**src/rtl/wb_port_arbiter_pkg.sv**
```systemverilog
// Shared encodings for the register-file write-port arbiter.
package wb_port_arbiter_pkg;

    typedef enum logic [1:0] {
        SRC_NONE = 2'd0,
        SRC_PIPE = 2'd1,
        SRC_MUL  = 2'd2,
        SRC_DIV  = 2'd3
    } src_t;

    typedef enum logic {
        NORMAL = 1'b0,
        FORCE  = 1'b1
    } state_t;

endpackage

```
**src/rtl/wb_rr_pick.sv**
```systemverilog
// Two-requester round-robin picker; index 0 is MUL, index 1 is DIV.
module wb_rr_pick (
    input  logic [1:0] req,
    input  logic       last,
    output logic [1:0] gnt
);

    // On contention, favour the requester that did not win last time.
    always_comb begin
        gnt = req;
        if (req == 2'b11) begin
            gnt = last ? 2'b01 : 2'b10;
        end
    end

endmodule

```
**src/rtl/wb_port_arbiter.sv**
```systemverilog
// Regfile write-port arbiter for WB, multiplier and divider results.
// Optional perf counters enabled by defining WB_ARB_PERF_EN.
module wb_port_arbiter
    import wb_port_arbiter_pkg::*;
#(
    parameter int STARVE_LIMIT = 4,
    parameter int XLEN         = 64
) (
    input  logic            clk,
    input  logic            rst,
    input  logic            pipe_valid,
    input  logic            pipe_wen,
    input  logic [4:0]      pipe_rd,
    input  logic [XLEN-1:0] pipe_data,
    input  logic            mul_valid,
    input  logic [4:0]      mul_rd,
    input  logic [XLEN-1:0] mul_data,
    output logic            mul_ready,
    input  logic            div_valid,
    input  logic [4:0]      div_rd,
    input  logic [XLEN-1:0] div_data,
    output logic            div_ready,
    output logic            stall_pipe,
    output logic            rf_wen,
    output logic [4:0]      rf_rd,
    output logic [XLEN-1:0] rf_data
`ifdef WB_ARB_PERF_EN
    ,
    output logic [63:0]     perf_conflict,
    output logic [63:0]     perf_force
`endif
);

    localparam int CW = (STARVE_LIMIT > 1) ? $clog2(STARVE_LIMIT) : 1;

    state_t            state_q, state_d;
    logic [CW-1:0]     cnt_q, cnt_d;
    logic              rr_last_q, rr_last_d;
    logic              rf_wen_q, rf_wen_d;
    logic [4:0]        rf_rd_q, rf_rd_d;
    logic [XLEN-1:0]   rf_data_q, rf_data_d;

    logic              pipe_req;
    logic              unit_any;
    logic              unit_grant;
    logic [1:0]        unit_gnt;
    src_t              src;

    assign stall_pipe = (state_q == FORCE);
    assign pipe_req   = pipe_valid & pipe_wen & ~stall_pipe;
    assign unit_any   = mul_valid | div_valid;

    wb_rr_pick u_pick (
        .req  ({div_valid, mul_valid}),
        .last (rr_last_q),
        .gnt  (unit_gnt)
    );

    always_comb begin
        src = SRC_NONE;
        if (!rst) begin
            if (pipe_req) begin
                src = SRC_PIPE;
            end else if (unit_gnt[0]) begin
                src = SRC_MUL;
            end else if (unit_gnt[1]) begin
                src = SRC_DIV;
            end
        end
    end

    assign mul_ready  = (src == SRC_MUL);
    assign div_ready  = (src == SRC_DIV);
    assign unit_grant = mul_ready | div_ready;

    always_comb begin
        state_d   = NORMAL;
        cnt_d     = cnt_q;
        rr_last_d = rr_last_q;
        rf_rd_d   = rf_rd_q;
        rf_data_d = rf_data_q;

        // Starvation is only tracked while WB may still win the port.
        if (state_q == NORMAL) begin
            if (unit_grant || !unit_any) begin
                cnt_d = '0;
            end else if (32'(cnt_q) + 32'd1 == STARVE_LIMIT) begin
                state_d = FORCE;
                cnt_d   = '0;
            end else begin
                cnt_d = cnt_q + CW'(1);
            end
        end

        unique case (src)
            SRC_PIPE: begin
                rf_rd_d   = pipe_rd;
                rf_data_d = pipe_data;
            end
            SRC_MUL: begin
                rf_rd_d   = mul_rd;
                rf_data_d = mul_data;
                rr_last_d = 1'b0;
            end
            SRC_DIV: begin
                rf_rd_d   = div_rd;
                rf_data_d = div_data;
                rr_last_d = 1'b1;
            end
            default: ;
        endcase

        rf_wen_d = (src != SRC_NONE) && (rf_rd_d != 5'd0);
    end

    always_ff @(posedge clk) begin
        if (rst) begin
            state_q   <= NORMAL;
            cnt_q     <= '0;
            rr_last_q <= 1'b1;
            rf_wen_q  <= 1'b0;
            rf_rd_q   <= '0;
            rf_data_q <= '0;
        end else begin
            state_q   <= state_d;
            cnt_q     <= cnt_d;
            rr_last_q <= rr_last_d;
            rf_wen_q  <= rf_wen_d;
            rf_rd_q   <= rf_rd_d;
            rf_data_q <= rf_data_d;
        end
    end

    assign rf_wen  = rf_wen_q;
    assign rf_rd   = rf_rd_q;
    assign rf_data = rf_data_q;

`ifdef WB_ARB_PERF_EN
    logic [63:0] perf_conflict_q, perf_conflict_d;
    logic [63:0] perf_force_q, perf_force_d;

    always_comb begin
        perf_conflict_d = perf_conflict_q;
        perf_force_d    = perf_force_q;
        if (unit_any && src == SRC_PIPE) begin
            perf_conflict_d = perf_conflict_q + 64'd1;
        end
        if (state_q == FORCE) begin
            perf_force_d = perf_force_q + 64'd1;
        end
    end

    always_ff @(posedge clk) begin
        if (rst) begin
            perf_conflict_q <= '0;
            perf_force_q    <= '0;
        end else begin
            perf_conflict_q <= perf_conflict_d;
            perf_force_q    <= perf_force_d;
        end
    end

    assign perf_conflict = perf_conflict_q;
    assign perf_force    = perf_force_q;
`endif

endmodule

```
**config.mk**
```make
export PLATFORM = sky130hd
export DESIGN_NAME = wb_port_arbiter
export DESIGN_NICKNAME = d
export VERILOG_FILES = /design/src/rtl/wb_port_arbiter_pkg.sv /design/src/rtl/wb_rr_pick.sv /design/src/rtl/wb_port_arbiter.sv
export SDC_FILE = /design/constraint.sdc
export NUM_CORES = 1
export LEC_CHECK = 0
export CAP_MARGIN = 20
export CORE_MARGIN = 8
export CORE_UTILIZATION = 36
export CTS_BUF_LIST = sky130_fd_sc_hd__clkbuf_4 sky130_fd_sc_hd__clkbuf_8
export CTS_CLUSTER_SIZE = 8
export DETAILED_ROUTE_END_ITERATION = 8
export PLACE_DENSITY = 0.83
export SYNTH_ARGS = -nofsm -noshare
export SYNTH_HDL_FRONTEND = slang
export SYNTH_SLANG_ARGS = --single-unit
```
**constraint.sdc**
```tcl
create_clock -name clk -period 1.7 [get_ports clk]
set_input_delay 0.255 -clock clk [delete_from_list [all_inputs] [get_ports clk]]
set_output_delay 0.255 -clock clk [all_outputs]
set_load 0.02 [all_outputs]
```
==> report_table.html, run 1 <==
<table>
<tr><th>Metric</th><th>Value</th></tr>
<tr><th colspan="2">STA</th></tr>
<tr><td>Fmax achieved</td><td>571 MHz</td></tr>
<tr><td>Actual transition at the worst max-transition pin</td><td>546 ps</td></tr>
<tr><td>Fin crit period</td><td>1750 ps</td></tr>
<tr><td>Setup-violating endpoint count in the final report</td><td>32</td></tr>
<tr><td>Slew Limit Fails</td><td>0</td></tr>
<tr><td>RSZ-0062 raised after global routing</td><td>true</td></tr>
<tr><td>Share of the clock period used by the worst path</td><td>1.03</td></tr>
<tr><td>Hold Fails Final Rpt</td><td>0</td></tr>
<tr><td>Post-Route Skew</td><td>11.4 ps</td></tr>
<tr><td>Smallest setup slack after layout</td><td>-50.5 ps</td></tr>
<tr><td>Max_slew headroom</td><td>0.636</td></tr>
<tr><th colspan="2">Die</th></tr>
<tr><td>Standard-cell row count</td><td>38</td></tr>
<tr><td>Height of the die</td><td>121 um</td></tr>
<tr><td>Initial Util</td><td>0.367</td></tr>
<tr><td>Num ports</td><td>286</td></tr>
<tr><td>Area of the core</td><td>10,800 um^2</td></tr>
<tr><td>Total die area</td><td>14,700 um^2</td></tr>
<tr><td>Chip Width</td><td>121 um</td></tr>
<tr><th colspan="2">Pwr</th></tr>
<tr><td>Design Power</td><td>5.41 mW</td></tr>
<tr><td>Proportion of power drawn by combinational gates</td><td>0.340</td></tr>
<tr><td>Reg power frac</td><td>0.355</td></tr>
<tr><td>Clock network fraction of design power</td><td>0.305</td></tr>
<tr><td>Power per standard cell area</td><td>698 nW/um^2</td></tr>
<tr><td>Worst supply voltage drop on vdd</td><td>427 uV</td></tr>
<tr><td>Lkg Pwr</td><td>2.96 nW</td></tr>
<tr><td>Internal portion of total power</td><td>3.87 mW</td></tr>
<tr><td>Fraction of power spent switching nets</td><td>0.285</td></tr>
<tr><td>Net load switching power</td><td>1.54 mW</td></tr>
<tr><th colspan="2">Route</th></tr>
<tr><td>Total wire length</td><td>19,200 um</td></tr>
<tr><td>Routed length on met3</td><td>1920 um</td></tr>
<tr><td>Routed vias</td><td>5,395</td></tr>
<tr><td>Number of nets with antenna violations after detailed routing</td><td>0</td></tr>
<tr><td>Uppermost routed layer</td><td>met4</td></tr>
<tr><td>Routed met2 length</td><td>9280 um</td></tr>
<tr><td>Sum of routed wire segments on met1</td><td>7170 um</td></tr>
<tr><td>Remaining DRCs</td><td>0</td></tr>
<tr><td>Starting DRT DRC Count</td><td>326</td></tr>
<tr><td>Vias per std cell</td><td>5.32</td></tr>
<tr><td>Detail-routed net length per standard cell</td><td>18.9 um</td></tr>
<tr><td>First-pass DRT Iterations</td><td>5</td></tr>
<tr><th colspan="2">Worst setup path</th></tr>
<tr><td>Data arrival time of the critical path</td><td>1960 ps</td></tr>
<tr><td>Max stage delay on crit path</td><td>340 ps</td></tr>
<tr><td>Worst setup SP type</td><td>register</td></tr>
<tr><td>Worst reg-to-reg setup slack</td><td>-50 ps</td></tr>
<tr><td>Maximum fanout along the worst path</td><td>15</td></tr>
<tr><td>Critical R2R Launch</td><td>stall_pipe$_SDFF_PP0_</td></tr>
<tr><td>Number of cell instances on the worst register-to-register path</td><td>8</td></tr>
<tr><td>Type of the worst setup path</td><td>register to register</td></tr>
<tr><td>Data required time of the critical path</td><td>1910 ps</td></tr>
<tr><td>CP endpoint kind</td><td>register</td></tr>
<tr><td>Critical path launch point</td><td>stall_pipe$_SDFF_PP0_</td></tr>
<tr><td>Slowest stage cell on the critical path</td><td>sky130_fd_sc_hd__dfxtp_2</td></tr>
<tr><td>Worst-path cell chain</td><td>and3b_4 -&gt; buf_6 -&gt; nor3_4 -&gt; buf_4 -&gt; buf_12 -&gt; nand3_1 -&gt; o211ai_1 -&gt; a21oi_1</td></tr>
<tr><th colspan="2">Synthesis</th></tr>
<tr><td>Fraction of the mapped netlist area in adder cells</td><td>0.00314</td></tr>
<tr><td>Yosys warns</td><td>0</td></tr>
<tr><td>Area share of the leading cell type in the synthesized netlist</td><td>0.372</td></tr>
<tr><td>Number of register bits inferred by synthesis</td><td>74</td></tr>
<tr><td>Post-synthesis instance total</td><td>562</td></tr>
<tr><td>Xor and xnor fraction of the mapped netlist area</td><td>0</td></tr>
<tr><td>Largest family of logic cells by synthesized area</td><td>simple AND/OR/NAND/NOR gates</td></tr>
<tr><td>Share of cell area taken by muxes after synthesis</td><td>0</td></tr>
<tr><td>Syn avg cell area</td><td>7.09 um^2</td></tr>
<tr><td>Top_reg_cell synth</td><td>sky130_fd_sc_hd__dfxtp_1</td></tr>
<tr><td>Biggest area consumer among synthesized cells</td><td>sky130_fd_sc_hd__dfxtp_1</td></tr>
<tr><td>Count of unique library cells instantiated by Yosys</td><td>34</td></tr>
<tr><td>Net count of the mapped netlist</td><td>776</td></tr>
<tr><td>Area fraction in and, or, nand and nor cells after synthesis</td><td>0.308</td></tr>
<tr><td>Synth area leaders</td><td>sky130_fd_sc_hd__dfxtp_1 (37%), sky130_fd_sc_hd__nand2_1 (18%), sky130_fd_sc_hd__o211ai_1 (12%)</td></tr>
<tr><td>Portion of the post-synthesis area used by sequential elements</td><td>0.372</td></tr>
<tr><td>Number of enable flip-flop cells after synthesis</td><td>0</td></tr>
<tr><td>Netlist area before placement</td><td>3980 um^2</td></tr>
<tr><td>Share of async-settable or async-resettable flops after synthesis</td><td>0</td></tr>
<tr><td>Complex-gate fraction of the synthesized area</td><td>0.244</td></tr>
<tr><th colspan="2">GRT</th></tr>
<tr><td>Overall global routing resource usage</td><td>0.239</td></tr>
<tr><td>Via count of the first global-routing pass</td><td>5,509</td></tr>
<tr><td>Initial antenna violation count</td><td>0</td></tr>
<tr><td>Residual overflow from global routing</td><td>0</td></tr>
<tr><td>First-pass GRT wire length</td><td>28,400 um</td></tr>
<tr><td>Largest net degree at the start of global routing</td><td>68</td></tr>
<tr><th colspan="2">Clock network</th></tr>
<tr><td>Number of clock sinks seen by CTS</td><td>74</td></tr>
<tr><td>Level count of the clock H-tree</td><td>3</td></tr>
<tr><td>CTS tree</td><td>done</td></tr>
<tr><td>CTS clk-pin slew, worst paths</td><td>80 ps</td></tr>
<tr><td>Clock root buffer master</td><td>sky130_fd_sc_hd__clkbuf_8</td></tr>
<tr><td>Maximum root-to-sink buffer count</td><td>2</td></tr>
<tr><td>Hold buffers post-CTS</td><td>0</td></tr>
<tr><td>Clock buffer count from CTS</td><td>9</td></tr>
<tr><td>Clock latency on the worst-skew pair</td><td>340 ps</td></tr>
<tr><th colspan="2">Place</th></tr>
<tr><td>Half-perimeter wire length after placement</td><td>13,800 um</td></tr>
<tr><td>Pre-CTS setup slack</td><td>-539 ps</td></tr>
<tr><td>Buffers on Ports</td><td>285</td></tr>
<tr><td>Placer congestion estimate</td><td>0.902</td></tr>
<tr><th colspan="2">Cells and area</th></tr>
<tr><td>Area growth from synthesis to layout</td><td>94.8%</td></tr>
<tr><td>Final nets</td><td>1,083</td></tr>
<tr><td>Antenna diode instance count</td><td>0</td></tr>
<tr><td>Fraction of layout cells with a size suffix above 1</td><td>0.114</td></tr>
<tr><th colspan="2">Outcome</th></tr>
<tr><td>Violations in the final reports</td><td>negative setup slack</td></tr>
<tr><td>Result of the run</td><td>finished, violations left</td></tr>
<tr><th colspan="2">Run</th></tr>
<tr><td>Number of max-cap violations</td><td>0</td></tr>
<tr><th colspan="2">Hold path</th></tr>
<tr><td>Type of the most critical hold path</td><td>input port to register</td></tr>
<tr><td>Hold path startpoint</td><td>rst</td></tr>
<tr><td>Cell depth of the worst hold path</td><td>3</td></tr>
</table>
-- worst max-delay path, delay by kind of cell, from the launching register on --
kind / cells / cell delay, ps
simple gates: 3 / 510
buf+inv: 3 / 540
flops: 1 / 340
compound gates: 2 / 210
-- synth_stat cells, drive strengths merged (2+ instances only) --
cell type / number
clkbuf: 14
and3: 2
nor2: 10
a21oi: 73
o22ai: 2
nand2: 196
buf: 38
and3b: 2
dfxtp: 74
nor3: 3
o211ai: 64
a21o: 3
nor4: 3
nand3: 65
-- what timing repair did --
action / 4_1_cts / 5_1_grt
endpoints found under the setup margin: 66 / 68
pin swaps: 9 / 18
gates cloned: 4 / 6
resized for setup: 31 / 11
buffers inserted: 13 / 5
-- cells by family (layout without fill, tap and decap cells) --
kind of cell / count (synthesis) / count (layout)
simple gates: 284 / 284
compound gates: 151 / 151
flops: 74 / 74
buf+inv: 52 / 364
fa+ha+maj: 1 / 1
-- final cells by class --
cell class	instances	area (um^2)
clock inverters	6	105
clock buffers	10	131
flip-flops and latches	74	1480
multi-input cells	436	2260
well taps	140	175
fillers	795	3080
repair buffers	348	3600
-- path summary, 6_finish.rpt --
kind                               to
min reg2reg  rf_data[44]$_SDFFE_PP0N_
min               rf_rd[0]$_SDFF_PP0_
max          rf_data[49]$_SDFFE_PP0N_
max reg2reg  rf_data[49]$_SDFFE_PP0N_
-- flip-flops by register name, indices dropped and copies added, names as in the netlist --
name and count:
cnt_q 2, rf_data 64, rf_rd 5, rf_wen 1, rr_last_q 1, stall_pipe 1
-- layout by cell type (no fill, tap or decap), types with 3 or more instances in the layout --
cell type,synthesis,routed
sky130_fd_sc_hd__nand3_2,0,6
sky130_fd_sc_hd__clkinv_2,0,3
sky130_fd_sc_hd__bufinv_16,0,3
sky130_fd_sc_hd__buf_4,19,30
sky130_fd_sc_hd__buf_6,0,18
sky130_fd_sc_hd__nand3_1,65,59
sky130_fd_sc_hd__clkbuf_16,0,4
sky130_fd_sc_hd__buf_12,0,9
sky130_fd_sc_hd__dlygate4sd2_1,0,3
sky130_fd_sc_hd__clkdlybuf4s50_1,0,279
sky130_fd_sc_hd__clkbuf_8,0,9
sky130_fd_sc_hd__a21oi_1,72,72
sky130_fd_sc_hd__nand2_1,196,196
sky130_fd_sc_hd__nor2_1,9,9
sky130_fd_sc_hd__buf_2,19,3
sky130_fd_sc_hd__dfxtp_1,74,73
sky130_fd_sc_hd__o211ai_1,64,64
-- metal layers --
metal,GRT usage,up-vias
met4,0.116,0
met2,0.421,304
met5,0,-
met1,0.253,2448
met3,0.0777,58
li1,-,2585
-- per-stage QoR --
step	cells	instance area (um^2)	util	hold slack, ps	setup TNS [ps]
after floorplan	562	3990	-	470	0
after global placement	972	7110	0.656	442	-25150
after detailed placement	972	7110	0.656	448	-27610
after CTS	1005	7590	0.700	317	-8.40
after global routing	1014	7760	0.715	339	-5060
final	1014	7760	0.715	341	-506
-- power groups by stage --
stage	Clock (mW)	Sequential (mW)	Combinational, mW
after global placement	0	1.95	1.65
after CTS	1.68	1.92	1.78
after detailed placement	0	1.96	1.68
final	1.65	1.92	1.84
after global routing	1.76	1.94	1.95
after floorplan	0	2.11	0.567
No activity file was read; power rests on OpenSTA's default activity.
==> inputs of run 2 (changes only) <==
- CORE_AREA: default -> 2 2 112 114
- CORE_MARGIN: 8 -> default
- CORE_UTILIZATION: 36 -> default
- DIE_AREA: default -> 0 0 114 116
- PLACE_DENSITY: 0.83 -> 0.78
==> run 2 against run 1 <==
  * The flow still finishes with violations (negative setup slack)
  * Clock skew increased by 5.6 ps
  * Count of clock-buffer cells in the layout increased by 3
  * Routed wire length decreased by 13%
  * Via count decreased by 2.3%
  * First-iteration DRC count decreased by 18%
  * Setup slack improved by 5.2 ps
==> report_table.html, run 2 (synthesized netlist as in run 1, its figures left out) <==
<table>
<tr><th>Metric</th><th>Value</th></tr>
<tr><th colspan="2">Outcome</th></tr>
<tr><td>Result of the run</td><td>finished, violations left</td></tr>
<tr><td>Violations in the final reports</td><td>negative setup slack</td></tr>
<tr><th colspan="2">GRT</th></tr>
<tr><td>First-pass GRT wire length</td><td>24,600 um (-13%)</td></tr>
<tr><td>Initial antenna violation count</td><td>0 (unchanged)</td></tr>
<tr><td>Via count of the first global-routing pass</td><td>5,096 (-7.5%)</td></tr>
<tr><td>Largest net degree at the start of global routing</td><td>68 (unchanged)</td></tr>
<tr><td>Overall global routing resource usage</td><td>0.232 (-0.00726)</td></tr>
<tr><td>Residual overflow from global routing</td><td>0 (unchanged)</td></tr>
<tr><th colspan="2">Die</th></tr>
<tr><td>Standard-cell row count</td><td>40 (+5.3%)</td></tr>
<tr><td>Initial Util</td><td>0.334 (-0.0330)</td></tr>
<tr><td>Area of the core</td><td>11,900 um^2 (+9.9%)</td></tr>
<tr><td>Chip Width</td><td>114 um (-5.9%)</td></tr>
<tr><td>Num ports</td><td>286 (unchanged)</td></tr>
<tr><td>Total die area</td><td>13,200 um^2 (-9.9%)</td></tr>
<tr><td>Height of the die</td><td>116 um (-4.3%)</td></tr>
<tr><th colspan="2">STA</th></tr>
<tr><td>Hold Fails Final Rpt</td><td>0 (unchanged)</td></tr>
<tr><td>Fin crit period</td><td>1750 ps (-5.18 ps)</td></tr>
<tr><td>Post-Route Skew</td><td>17.0 ps (+5.61 ps)</td></tr>
<tr><td>Fmax achieved</td><td>573 MHz (+0.30%)</td></tr>
<tr><td>Smallest setup slack after layout</td><td>-45.3 ps (+5.18 ps)</td></tr>
<tr><td>Slew Limit Fails</td><td>0 (unchanged)</td></tr>
<tr><td>Setup-violating endpoint count in the final report</td><td>16 (-50%)</td></tr>
<tr><td>Worst-case hold slack</td><td>453 ps (+112 ps)</td></tr>
<tr><td>Share of the clock period used by the worst path</td><td>1.03 (-0.00305)</td></tr>
<tr><td>RSZ-0062 raised after global routing</td><td>true</td></tr>
<tr><td>Actual transition at the worst max-transition pin</td><td>400 ps (-146 ps)</td></tr>
<tr><td>Max_slew headroom</td><td>0.733 (+0.0971)</td></tr>
<tr><td>Summed negative setup slack over all endpoints</td><td>-233 ps (+273 ps)</td></tr>
<tr><th colspan="2">Worst setup path</th></tr>
<tr><td>CP endpoint kind</td><td>register</td></tr>
<tr><td>Most used cell, CP</td><td>sky130_fd_sc_hd__buf_6</td></tr>
<tr><td>Type of the worst setup path</td><td>register to register</td></tr>
<tr><td>Data arrival time of the critical path</td><td>1960 ps (about the same)</td></tr>
<tr><td>Slowest stage cell on the critical path</td><td>sky130_fd_sc_hd__dfxtp_2</td></tr>
<tr><td>Maximum fanout along the worst path</td><td>7 (-8)</td></tr>
<tr><td>Data required time of the critical path</td><td>1910 ps (about the same)</td></tr>
<tr><td>Worst setup SP type</td><td>register</td></tr>
<tr><td>Worst-path cell chain</td><td>and3b_4 -&gt; buf_6 -&gt; nor3_4 -&gt; buf_6 -&gt; buf_6 -&gt; buf_6 -&gt; nand3_1 -&gt; o211ai_1 -&gt; a21oi_1</td></tr>
<tr><td>Max stage delay on crit path</td><td>340 ps (about the same)</td></tr>
<tr><th colspan="2">Clock network</th></tr>
<tr><td>Clock root buffer master</td><td>sky130_fd_sc_hd__clkbuf_8</td></tr>
<tr><td>CTS tree</td><td>done</td></tr>
<tr><td>Hold buffers post-CTS</td><td>0 (unchanged)</td></tr>
<tr><td>Maximum root-to-sink buffer count</td><td>2 (unchanged)</td></tr>
<tr><td>Number of clock sinks seen by CTS</td><td>74 (unchanged)</td></tr>
<tr><td>CTS clk-pin slew, worst paths</td><td>80 ps (about the same)</td></tr>
<tr><td>Clock buffer count from CTS</td><td>9 (unchanged)</td></tr>
<tr><td>Level count of the clock H-tree</td><td>3 (unchanged)</td></tr>
<tr><td>Clock latency on the worst-skew pair</td><td>330 ps (about the same)</td></tr>
<tr><th colspan="2">Run</th></tr>
<tr><td>Number of max-cap violations</td><td>0 (unchanged)</td></tr>
<tr><th colspan="2">Cells and area</th></tr>
<tr><td>Most common library cell in the layout ignoring fill and taps</td><td>sky130_fd_sc_hd__clkdlybuf4s50_1</td></tr>
<tr><td>Area growth from synthesis to layout</td><td>92.6%</td></tr>
<tr><td>Number of flip-flops under the largest register name</td><td>64 (unchanged)</td></tr>
<tr><td>Final nets</td><td>1,070 (-1.2%)</td></tr>
<tr><td>Core utilization of the finished layout</td><td>0.644 (-0.0716)</td></tr>
<tr><td>Antenna diode instance count</td><td>0 (unchanged)</td></tr>
<tr><td>Fraction of layout cells with a size suffix above 1</td><td>0.124 (+0.00986)</td></tr>
<tr><td>Most frequent cells in the layout</td><td>sky130_fd_sc_hd__clkdlybuf4s50_1 (277), sky130_fd_sc_hd__nand2_1 (196), sky130_fd_sc_hd__dfxtp_1 (73), sky130_fd_sc_hd__a21oi_1 (72), sky130_fd_sc_hd__o211ai_1 (64)</td></tr>
<tr><th colspan="2">Pwr</th></tr>
<tr><td>Lkg Pwr</td><td>2.91 nW (-1.6%)</td></tr>
<tr><td>Power per standard cell area</td><td>647 nW/um^2 (-7.2%)</td></tr>
<tr><td>Worst supply voltage drop on vdd</td><td>410 uV (-4.1%)</td></tr>
<tr><td>Design Power</td><td>4.97 mW (-8.2%)</td></tr>
<tr><th colspan="2">Route</th></tr>
<tr><td>Vias per std cell</td><td>5.23 (-1.7%)</td></tr>
<tr><td>Starting DRT DRC Count</td><td>266 (-18%)</td></tr>
<tr><td>Routed vias</td><td>5,273 (-2.3%)</td></tr>
<tr><td>Remaining DRCs</td><td>0 (unchanged)</td></tr>
<tr><td>Total wire length</td><td>16,800 um (-13%)</td></tr>
<tr><td>First-pass DRT Iterations</td><td>4 (-1)</td></tr>
<tr><td>Detail-routed net length per standard cell</td><td>16.6 um (-12%)</td></tr>
<tr><td>Number of nets with antenna violations after detailed routing</td><td>0 (unchanged)</td></tr>
<tr><th colspan="2">Place</th></tr>
<tr><td>Half-perimeter wire length after placement</td><td>12,200 um (-12%)</td></tr>
<tr><td>Pre-CTS setup slack</td><td>-523 ps (+15.5 ps)</td></tr>
<tr><td>Buffers on Ports</td><td>285 (unchanged)</td></tr>
<tr><td>Placer congestion estimate</td><td>0.850 (-5.8%)</td></tr>
<tr><th colspan="2">Hold path</th></tr>
<tr><td>Type of the most critical hold path</td><td>register to register</td></tr>
</table>
## run 2: path summary, 6_finish.rpt
check | startpoint | endpoint | slack (ps) | cells past startpoint
min reg2reg | rf_data[52]$_SDFFE_PP0N_ | rf_data[52]$_SDFFE_PP0N_ | 450 | 2
max | stall_pipe$_SDFF_PP0_ | rf_data[41]$_SDFFE_PP0N_ | -50 | 9
max reg2reg | stall_pipe$_SDFF_PP0_ | rf_data[41]$_SDFFE_PP0N_ | -50 | 9
min | rf_data[52]$_SDFFE_PP0N_ | rf_data[52]$_SDFFE_PP0N_ | 450 | 2
## run 2: repair_timing
item | CTS | global route
endpoints found under the setup margin | 68 | 68
buffers inserted | 4 | 3
cloned | 2 | 3
resized for setup | 36 | 37
pin swaps | 9 | 20
## run 2: final cells by class
class | instances | area [um^2]
timing repair buffer | 335 | 3450
clock buffer | 13 | 160
tap | 147 | 184
fill | 988 | 4240
multi-input combinational | 436 | 2380
clock inverter | 3 | 15.0
sequential | 74 | 1480
## run 2: stage by stage
stage	instances	cell area [um^2]
2_1_floorplan	562	3990
3_3_place_gp	981	7100
3_5_place_dp	981	7100
4_1_cts	1003	7450
5_1_grt	1008	7670
6_report	1008	7670
## run 2: critical path: cells and delay by family, from the launching register on
| family | cells | cell delay [ps] |
|---|---|---|
| DFF | 1 | 340 |
| buffers and inverters | 4 | 570 |
| AOI/OAI and AO/OA | 2 | 190 |
| and+or+nand+nor | 3 | 540 |
## run 2: report_power, final
part	total, mW	switching, mW	internal [mW]	leakage, nW
clock	1.25	0.632	0.614	0.0974
combinational	1.80	0.807	0.990	2.20
sequential	1.92	0.0647	1.86	0.610
## run 2: routing by layer
layer | routed length, um | track usage | vias up
met4 | 402 | 0.0894 | 0
met3 | 1350 | 0.0612 | 33
met5 | 0 | 0 | -
met2 | 8600 | 0.429 | 245
li1 | - | - | 2548
met1 | 6410 | 0.254 | 2447
